<file path="src/rtl/demux_burst_sched.sv">
// Round-robin burst scheduler that time-shares one bit-serial stream among four consumers
// by steering a downstream 1-to-4 demultiplexer.
module demux_burst_sched #(
    parameter int unsigned BURST_LEN = 4,
    parameter int unsigned TIMEOUT   = 8
) (
    input  logic       clk,
    input  logic       reset,
    input  logic       in_valid,
    input  logic       in_data,
    output logic       in_ready,
    input  logic [3:0] dst_ready,
    output logic       s1,
    output logic       s0,
    output logic       out_en,
    output logic       out_data,
    output logic [3:0] out_valid,
    output logic       busy,
    output logic       timeout_err
);

    typedef enum logic [0:0] {StIdle, StBurst} state_e;

    state_e     state_q, state_d;
    logic [1:0] sel_q, sel_d;
    logic [1:0] last_grant_q, last_grant_d;
    logic [7:0] burst_cnt_q, burst_cnt_d;
    logic [7:0] stall_cnt_q, stall_cnt_d;
    logic       timeout_err_q, timeout_err_d;

    logic [1:0] winner;
    logic [1:0] cand;
    logic       found;
    logic       transfer;

    // Search starts just after the previous grant so every ready consumer gets a turn.
    always_comb begin
        winner = '0;
        cand   = '0;
        found  = 1'b0;
        for (int i = 1; i <= 4; i++) begin
            cand = last_grant_q + 2'(i);
            if (!found && dst_ready[cand]) begin
                found  = 1'b1;
                winner = cand;
            end
        end
    end

    assign transfer = in_valid & dst_ready[sel_q];

    always_comb begin
        state_d       = state_q;
        sel_d         = sel_q;
        last_grant_d  = last_grant_q;
        burst_cnt_d   = burst_cnt_q;
        stall_cnt_d   = stall_cnt_q;
        timeout_err_d = 1'b0;
        in_ready      = 1'b0;
        out_valid     = 4'b0000;
        out_en        = 1'b0;
        busy          = 1'b0;
        out_data      = 1'b0;
        case (state_q)
            StIdle: begin
                if (found) begin
                    sel_d       = winner;
                    state_d     = StBurst;
                    burst_cnt_d = '0;
                    stall_cnt_d = '0;
                end
            end
            StBurst: begin
                out_en           = 1'b1;
                busy             = 1'b1;
                in_ready         = dst_ready[sel_q];
                out_data         = in_data;
                out_valid[sel_q] = transfer;
                if (transfer) begin
                    stall_cnt_d = '0;
                    if (burst_cnt_q == 8'(BURST_LEN - 1)) begin
                        state_d      = StIdle;
                        last_grant_d = sel_q;
                        burst_cnt_d  = '0;
                    end else begin
                        burst_cnt_d = burst_cnt_q + 8'd1;
                    end
                end else if (in_valid) begin
                    // Only a waiting source counts as a stall; an idle source keeps the grant.
                    if (stall_cnt_q == 8'(TIMEOUT - 1)) begin
                        state_d       = StIdle;
                        last_grant_d  = sel_q;
                        timeout_err_d = 1'b1;
                    end else begin
                        stall_cnt_d = stall_cnt_q + 8'd1;
                    end
                end
            end
            default: state_d = StIdle;
        endcase
    end

    always_ff @(posedge clk) begin
        if (reset) begin
            state_q       <= StIdle;
            sel_q         <= 2'd0;
            last_grant_q  <= 2'd3;
            burst_cnt_q   <= '0;
            stall_cnt_q   <= '0;
            timeout_err_q <= 1'b0;
        end else begin
            state_q       <= state_d;
            sel_q         <= sel_d;
            last_grant_q  <= last_grant_d;
            burst_cnt_q   <= burst_cnt_d;
            stall_cnt_q   <= stall_cnt_d;
            timeout_err_q <= timeout_err_d;
        end
    end

    assign s1          = sel_q[1];
    assign s0          = sel_q[0];
    assign timeout_err = timeout_err_q;

endmodule
</file>
<file path="config.mk">
export PLATFORM = sky130hd
export DESIGN_NAME = demux_burst_sched
export DESIGN_NICKNAME = d
export VERILOG_FILES = /design/src/rtl/demux_burst_sched.sv
export SDC_FILE = /design/constraint.sdc
export NUM_CORES = 1
export LEC_CHECK = 0
export CORE_MARGIN = 3
export CORE_UTILIZATION = 57
export CTS_CLUSTER_SIZE = 12
export DETAILED_ROUTE_END_ITERATION = 8
export GPL_TIMING_DRIVEN = 0
export PLACE_DENSITY = 0.94
export SETUP_SLACK_MARGIN = 0.2
export SLEW_MARGIN = 20
export SYNTH_ARGS = -nofsm -noshare
export SYNTH_HDL_FRONTEND = slang
export SYNTH_SLANG_ARGS = --single-unit
</file>
<file path="constraint.sdc">
create_clock -name clk -period 4.3 [get_ports clk]
set_input_delay 0.86 -clock clk [delete_from_list [all_inputs] [get_ports clk]]
set_output_delay 0.86 -clock clk [all_outputs]
set_load 0.01 [all_outputs]
</file>
==> flow_results.xml, run 1 <==
<?xml version="1.0" encoding="UTF-8"?>
<metrics>
  <group name="setup_path">
    <metric name="worstPathMaxFanout" unit="">7</metric>
    <metric name="timing_worst_setup_path_type" unit="">in -&gt; out</metric>
    <metric name="worst_setup_path_end_kind" unit="">output pin</metric>
    <metric name="required" unit="ns">3.44</metric>
    <metric name="cp-start-kind" unit="">input port</metric>
    <metric name="r2r-start" unit="">burst_cnt_q[0]</metric>
    <metric name="cp_slowest_cell" unit="">mux4_2</metric>
    <metric name="timing.critical_path.from" unit="">dst_ready[3]</metric>
    <metric name="cp_cell_sequence" unit="">clkdlybuf4s50_1 &gt; mux4_2 &gt; and2_1 &gt; clkdlybuf4s50_1</metric>
    <metric name="max_stage_delay" unit="ns">0.60</metric>
    <metric name="cp.arrival" unit="ns">2.66</metric>
    <metric name="crit_path_frequent_cell" unit="">clkdlybuf4s50_1</metric>
  </group>
  <group name="cts">
    <metric name="cts_tree" unit="">yes</metric>
    <metric name="cts_sink_count" unit="">22</metric>
    <metric name="cts_inserted_buffers" unit="">3</metric>
    <metric name="path_clk_slew" unit="ns">0.13</metric>
    <metric name="clockBufferDepth" unit="">2</metric>
    <metric name="htreeDepth" unit="">1</metric>
    <metric name="holdBufCountCts" unit="">0</metric>
    <metric name="ctsResizeCount" unit="">0</metric>
    <metric name="post_cts_buffers" unit="">0</metric>
    <metric name="root_cell_of_the_clock_tree" unit="">clkbuf_4</metric>
    <metric name="worstSkewPairLatency" unit="ns">0.32</metric>
  </group>
  <group name="routing">
    <metric name="drt_pass1_iterations" unit="">5</metric>
    <metric name="postRouteWirelength" unit="mm">3.30</metric>
    <metric name="drt-wirelength-per-cell" unit="um">16.0</metric>
    <metric name="vias" unit="">1348</metric>
    <metric name="drt-initial-drc-count" unit="">68</metric>
    <metric name="antenna_viol_nets_final" unit="">0</metric>
    <metric name="drc" unit="">0</metric>
    <metric name="vias_cell" unit="">6.54</metric>
  </group>
  <group name="sta">
    <metric name="final_min_period_over_clock_period" unit="%">81.9</metric>
    <metric name="final.hold.worst_slack" unit="ns">0.488</metric>
    <metric name="tightestPinTransition" unit="ns">0.656</metric>
    <metric name="drv_slew" unit="">0</metric>
    <metric name="hold_violations" unit="">0</metric>
    <metric name="max_clock_freq" unit="MHz">284</metric>
    <metric name="fin_worst_skew" unit="ns">0.00181</metric>
    <metric name="rsz_0062_raised_after_global_routing" unit="">false</metric>
    <metric name="worst_slew_margin_rel" unit="%">56.3</metric>
    <metric name="setup_violations" unit="">0</metric>
    <metric name="setup-tns-final" unit="ns">0</metric>
    <metric name="finalWorstPathRequiredPeriod" unit="ns">3.52</metric>
  </group>
  <group name="placed_design">
    <metric name="place_hpwl" unit="mm">2.40</metric>
    <metric name="buffer_ports.inserted" unit="">18</metric>
    <metric name="routabilityCongestion" unit="">0.921</metric>
  </group>
  <group name="global_route">
    <metric name="number_of_antenna_violations_at_the_first_check_in_global_routing" unit="">0</metric>
    <metric name="first_pass_grt_wire_length" unit="mm">5.57</metric>
    <metric name="maximum_number_of_pins_on_one_net_before_global_route_repair" unit="">14</metric>
    <metric name="grt_remaining_overflow" unit="">0</metric>
    <metric name="vias_in_the_first_global_route" unit="">1168</metric>
    <metric name="gr-usage-all-layers" unit="%">25.8</metric>
  </group>
  <group name="cells_and_area">
    <metric name="fill_cells" unit="">158</metric>
    <metric name="design.final.nets" unit="">190</metric>
    <metric name="syn_to_final_growth" unit="%">20.0</metric>
    <metric name="drive_above_1_share" unit="%">8.94</metric>
    <metric name="antennaDiodeCount" unit="">0</metric>
  </group>
  <group name="power_and_ir_drop">
    <metric name="irDropWorstVdd" unit="mV">0.266</metric>
    <metric name="p_per_area" unit="nW/um^2">277</metric>
    <metric name="static_leakage" unit="nW">0.558</metric>
  </group>
  <group name="synthesis">
    <metric name="synth_area" unit="um^2">1330</metric>
    <metric name="synth_async_sr_flop_share" unit="%">0</metric>
    <metric name="synthTopCellsByArea" unit="">dfxtp_1, nand3_1, a31oi_1, a21oi_1, a211oi_1</metric>
    <metric name="yosysTopAreaCellShare" unit="%">33.1</metric>
    <metric name="ys_ff_latch" unit="">22</metric>
    <metric name="synthesis.instances" unit="">157</metric>
    <metric name="syn_nets" unit="">167</metric>
    <metric name="warnings_synthesis" unit="">0</metric>
    <metric name="synth_sequential_area_ratio" unit="%">33.1</metric>
    <metric name="cell_types_with_the_highest_counts_after_synthesis" unit="">dfxtp_1, nand3_1, a21oi_1, a31oi_1, nand2_1</metric>
    <metric name="synth_largest_area_cell" unit="">dfxtp_1</metric>
    <metric name="synth_flop_cell" unit="">dfxtp_1</metric>
    <metric name="synth.distinct_cells" unit="">49</metric>
    <metric name="mean_syn_cell_area" unit="um^2">8.49</metric>
    <metric name="count_of_flip_flops_with_a_built_in_enable_after_synthesis" unit="">0</metric>
    <metric name="most_instantiated_library_cell_after_synthesis" unit="">dfxtp_1</metric>
  </group>
  <group name="min_path">
    <metric name="min-delay-start" unit="">stall_cnt_q[6]</metric>
    <metric name="hold_crit_path_type" unit="">reg -&gt; reg</metric>
  </group>
  <group name="die">
    <metric name="initial_utilization" unit="%">64.0</metric>
    <metric name="die_w" unit="um">54.4</metric>
    <metric name="num_io_pins" unit="">19</metric>
    <metric name="floorplan.core_area" unit="um^2">2080</metric>
    <metric name="die-area" unit="um^2">2950</metric>
    <metric name="dieHeight" unit="um">54.4</metric>
    <metric name="floorplan.rows" unit="">16</metric>
  </group>
  <group name="status">
    <metric name="status" unit="">complete, no violations</metric>
  </group>
  <group name="run">
    <metric name="cap_violations" unit="">0</metric>
  </group>
</metrics>
[cell usage in the layout, fill, tap and decap left out, drive strengths merged, types with 4 or more instances in the layout]
master / count
nand2b: 4
dfxtp: 22
inv: 5
nand3: 18
a31oi: 8
a21oi: 8
clkdlybuf4s50: 18
and3: 5
nand2: 8
a211oi: 5
clkbuf: 5
buf: 5
o21ai: 6
nand3b: 5
nor2: 7
nor3: 4
[state kept, by name, summed over array words and instances (netlist names)]
signal	cells
burst_cnt_q	8
last_grant_q	2
state_q	1
stall_cnt_q	8
timeout_err	1
sel_q	2
[kinds of logic after synthesis]
kind of cell,after synthesis,share of synthesized area [%]
DFF,22,33.1
AOI/OAI and AO/OA,43,22.5
and+or+nand+nor,71,31.7
xor gates and xnor gates,1,0.657
buffers and inverters,12,4.51
adders and majority gates,2,1.88
muxes,6,5.63
[critical path, delay by kind of cell]
kind          cells  cell delay [ns]
mux               1             0.60
simple gates      1             0.20
buf+inv           2             1.00
[worst paths after layout]
kind	endpoint	slack, ns	cells after the start
setup / recovery	in_ready	0.78	4
hold / removal	stall_cnt_q[6]	0.49	2
setup reg to reg	burst_cnt_q[4]	2.35	5
hold reg to reg	stall_cnt_q[6]	0.49	2
[layer usage]
metal / GRT usage (%) / part of all wire [%] / vias to the layer above / routed length (um)
met5: 0 / 0 / - / 0
met4: 4.56 / 1.3 / 0 / 43
met3: 4.36 / 7.8 / 7 / 256
met2: 43.0 / 50 / 67 / 1660
met1: 35.0 / 41 / 620 / 1340
li1: - / - / 654 / -
[stage by stage]
step / utilization (%) / setup WS, ns / total power [mW] / cell area [um^2] / std cells
floorplan: - / 1.86 / 0.254 / 1330 / 157
global placement: 74.3 / 0.832 / 0.280 / 1550 / 202
detailed placement: 74.3 / 0.797 / 0.283 / 1550 / 202
CTS: 76.8 / 0.790 / 0.442 / 1600 / 206
global route: 76.8 / 0.744 / 0.457 / 1600 / 206
finish: 76.8 / 0.778 / 0.442 / 1600 / 206
[report_power, final]
group	internal, mW	switching, mW
logic	0.0307	0.0393
registers	0.207	0.00290
clock network	0.0943	0.0683
[layout make-up]
type	count	area, um^2	share of cell area [%]
clock buffer	3	22.5	1.41
inverter	5	18.8	1.17
buffer	7	41.3	2.58
tap	27	33.8	2.11
clock inverter	1	30.0	1.88
sequential	22	440	27.5
multi-input combinational	123	832	52.0
timing repair buffer	18	180	11.3
Note: power is estimated with default switching activity, not from simulation.
==> run 2: changes to the inputs <==
--- a/config.mk
+++ b/config.mk
@@ -6,11 +6,11 @@
 export NUM_CORES = 1
 export LEC_CHECK = 0
 export CORE_MARGIN = 3
-export CORE_UTILIZATION = 57
+export CORE_UTILIZATION = 53
 export CTS_CLUSTER_SIZE = 12
 export DETAILED_ROUTE_END_ITERATION = 8
 export GPL_TIMING_DRIVEN = 0
-export PLACE_DENSITY = 0.94
+export PLACE_DENSITY = 0.89
 export SETUP_SLACK_MARGIN = 0.2
 export SLEW_MARGIN = 20
 export SYNTH_ARGS = -nofsm -noshare
==> constraint.sdc (replaced) <==
create_clock -name clk -period 3.5 [get_ports clk]
set_input_delay 0.7 -clock clk [delete_from_list [all_inputs] [get_ports clk]]
set_output_delay 0.7 -clock clk [all_outputs]
set_load 0.01 [all_outputs]
==> run 2 against run 1 <==
  * Sequential share of layout area about the same
  * Sequential power increased by 23%
  * Cell area about the same
  * Count of clock-buffer cells in the layout unchanged
  * Die area rose by 6.7%
  * Critical path depth unchanged
  * Setup slack worse by 0.47 ns
==> flow_results.xml, run 2 (synthesis gave the netlist of run 1 again) <==
<?xml version="1.0" encoding="UTF-8"?>
<metrics>
  <group name="sta">
    <metric name="max_clock_freq" unit="MHz">314</metric>
    <metric name="finalWorstPathRequiredPeriod" unit="ns">3.19</metric>
    <metric name="setup-tns-final" unit="ns">0</metric>
    <metric name="fin_worst_skew" unit="ns">0.0118</metric>
    <metric name="worst_slew_margin_rel" unit="%">58.0</metric>
    <metric name="rsz_0062_raised_after_global_routing" unit="">false</metric>
    <metric name="final_min_period_over_clock_period" unit="%">91.1</metric>
    <metric name="hold_violations" unit="">0</metric>
    <metric name="tightestPinTransition" unit="ns">0.624</metric>
    <metric name="drv_slew" unit="">0</metric>
    <metric name="setup_violations" unit="">0</metric>
  </group>
  <group name="cells_and_area">
    <metric name="syn_to_final_growth" unit="%">20.1</metric>
    <metric name="layout_common_cells" unit="">dfxtp_1, nand3_1, clkdlybuf4s50_1</metric>
    <metric name="design.final.nets" unit="">190</metric>
    <metric name="layout_commonest_cell" unit="">dfxtp_1</metric>
    <metric name="fill_cells" unit="">187</metric>
    <metric name="reg.largest.list" unit="">burst_cnt_q: 8 flops, stall_cnt_q: 8 flops</metric>
    <metric name="antennaDiodeCount" unit="">0</metric>
    <metric name="post_layout_nonfiller_instances" unit="">207</metric>
    <metric name="drive_above_1_share" unit="%">8.94</metric>
  </group>
  <group name="routing">
    <metric name="drt_pass1_iterations" unit="">4</metric>
    <metric name="postRouteWirelength" unit="mm">3.13</metric>
    <metric name="drc" unit="">0</metric>
    <metric name="drt-initial-drc-count" unit="">25</metric>
    <metric name="vias" unit="">1309</metric>
    <metric name="antenna_viol_nets_final" unit="">0</metric>
    <metric name="drt-wirelength-per-cell" unit="um">15.1</metric>
    <metric name="vias_cell" unit="">6.32</metric>
  </group>
  <group name="global_route">
    <metric name="vias_in_the_first_global_route" unit="">1194</metric>
    <metric name="maximum_number_of_pins_on_one_net_before_global_route_repair" unit="">14</metric>
    <metric name="number_of_antenna_violations_at_the_first_check_in_global_routing" unit="">0</metric>
    <metric name="grt_remaining_overflow" unit="">0</metric>
    <metric name="gr-usage-all-layers" unit="%">20.8</metric>
    <metric name="first_pass_grt_wire_length" unit="mm">5.34</metric>
  </group>
  <group name="setup_path">
    <metric name="timing_worst_setup_path_type" unit="">in -&gt; out</metric>
    <metric name="r2r_end" unit="">last_grant_q[1]</metric>
    <metric name="worstPathMaxFanout" unit="">7</metric>
    <metric name="reg2reg_depth" unit="">5</metric>
    <metric name="cp-start-kind" unit="">input port</metric>
    <metric name="cp.arrival" unit="ns">2.49</metric>
    <metric name="worst_setup_path_end_kind" unit="">output pin</metric>
    <metric name="r2r_setup_slack" unit="ns">1.57</metric>
    <metric name="required" unit="ns">2.80</metric>
    <metric name="r2r-start" unit="">sel_q[0]</metric>
  </group>
  <group name="die">
    <metric name="dieHeight" unit="um">56.1</metric>
    <metric name="floorplan.rows" unit="">17</metric>
    <metric name="initial_utilization" unit="%">58.0</metric>
    <metric name="num_io_pins" unit="">19</metric>
    <metric name="floorplan.core_area" unit="um^2">2300</metric>
    <metric name="die_w" unit="um">56.1</metric>
    <metric name="die-area" unit="um^2">3150</metric>
  </group>
  <group name="min_path">
    <metric name="min-delay-start" unit="">stall_cnt_q[6]</metric>
    <metric name="hold-path-endpoint" unit="">stall_cnt_q[6]</metric>
    <metric name="hold-path-cell-count" unit="">2</metric>
    <metric name="hold_crit_path_type" unit="">reg -&gt; reg</metric>
  </group>
  <group name="cts">
    <metric name="clockBufferDepth" unit="">2</metric>
    <metric name="ctsResizeCount" unit="">0</metric>
    <metric name="cts_inserted_buffers" unit="">3</metric>
    <metric name="path_clk_slew" unit="ns">0.13</metric>
    <metric name="cts_sink_count" unit="">22</metric>
    <metric name="holdBufCountCts" unit="">0</metric>
    <metric name="post_cts_buffers" unit="">0</metric>
    <metric name="cts_tree" unit="">yes</metric>
    <metric name="htreeDepth" unit="">1</metric>
    <metric name="worstSkewPairLatency" unit="ns">0.32</metric>
    <metric name="root_cell_of_the_clock_tree" unit="">clkbuf_4</metric>
  </group>
  <group name="placed_design">
    <metric name="buffer_ports.inserted" unit="">18</metric>
    <metric name="numPlacedInstances" unit="">203</metric>
    <metric name="routabilityCongestion" unit="">0.923</metric>
    <metric name="place_hpwl" unit="mm">2.39</metric>
  </group>
  <group name="power_and_ir_drop">
    <metric name="static_leakage" unit="nW">0.558</metric>
    <metric name="power_share_of_the_combinational_group" unit="%">15.7</metric>
    <metric name="internal-power" unit="mW">0.408</metric>
    <metric name="p_per_area" unit="nW/um^2">336</metric>
    <metric name="irDropWorstVdd" unit="mV">0.334</metric>
    <metric name="power_frac_seq" unit="%">47.9</metric>
    <metric name="netSwitchingFraction" unit="%">24.2</metric>
    <metric name="net-switching-power" unit="mW">0.130</metric>
    <metric name="clkPwrFrac" unit="%">36.3</metric>
  </group>
  <group name="status">
    <metric name="status" unit="">complete, no violations</metric>
  </group>
  <group name="run">
    <metric name="cap_violations" unit="">0</metric>
  </group>
</metrics>
[run 2: cell counts in the layout (fill, tap and decap cells not counted)]
No cell type changed its count.
[run 2: worst max path at each step]
| stage | cells after the start | slack, ns | start | endpoint |
|---|---|---|---|---|
| global route | 4 | 0.24 | dst_ready[3] | in_ready |
| finish | 4 | 0.31 | dst_ready[3] | in_ready |
| floorplan | 2 | 1.38 | dst_ready[3] | in_ready |
| detailed placement | 4 | 0.31 | dst_ready[3] | in_ready |
| CTS | 4 | 0.31 | dst_ready[3] | in_ready |
| global placement | 4 | 0.34 | dst_ready[3] | in_ready |
[run 2: final cells by class]
cell class              instances  area [um^2]  area share [%]
inverters                       5         18.8            1.17
flip-flops and latches         22          440            27.5
clock inverters                 1         30.0            1.88
multi-input cells             123          832            52.0
clock buffers                   3         22.5            1.41
repair buffers                 18          180            11.3
well taps                      28         35.0            2.19
plain buffers                   7         41.3            2.58
[run 2: critical path: stages]
cell	delay [ns]
clkdlybuf4s50_1	0.53
mux4_2	0.60
and2_1	0.19
clkdlybuf4s50_1	0.47
[run 2: per-stage QoR]
step / instance area [um^2] / hold WS (ns) / util (%) / setup WS (ns) / total power [mW]
5_1_grt: 1600 / 0.513 / 69.7 / 0.243 / 0.563
2_1_floorplan: 1330 / 0.439 / - / 1.38 / 0.313
6_report: 1600 / 0.491 / 69.7 / 0.312 / 0.538
4_1_cts: 1600 / 0.496 / 69.7 / 0.308 / 0.541
3_5_place_dp: 1550 / 0.465 / 67.4 / 0.309 / 0.347
3_3_place_gp: 1550 / 0.457 / 67.4 / 0.343 / 0.344
[run 2: routing by layer]
layer / track usage, % / up-vias / wire, um
met2: 32.4 / 38 / 1470
li1: - / 653 / -
met4: 8.81 / 0 / 50
met1: 26.6 / 610 / 1440
met5: 0 / - / 0
met3: 6.03 / 8 / 165
[run 2: power by group through the flow]
stage / logic [mW] / clock network, mW / registers (mW)
floorplan: 0.0491 / 0 / 0.263
global placement: 0.0811 / 0 / 0.263
detailed placement: 0.0836 / 0 / 0.263
CTS: 0.0840 / 0.199 / 0.258
global route: 0.0922 / 0.213 / 0.259
finish: 0.0845 / 0.195 / 0.258
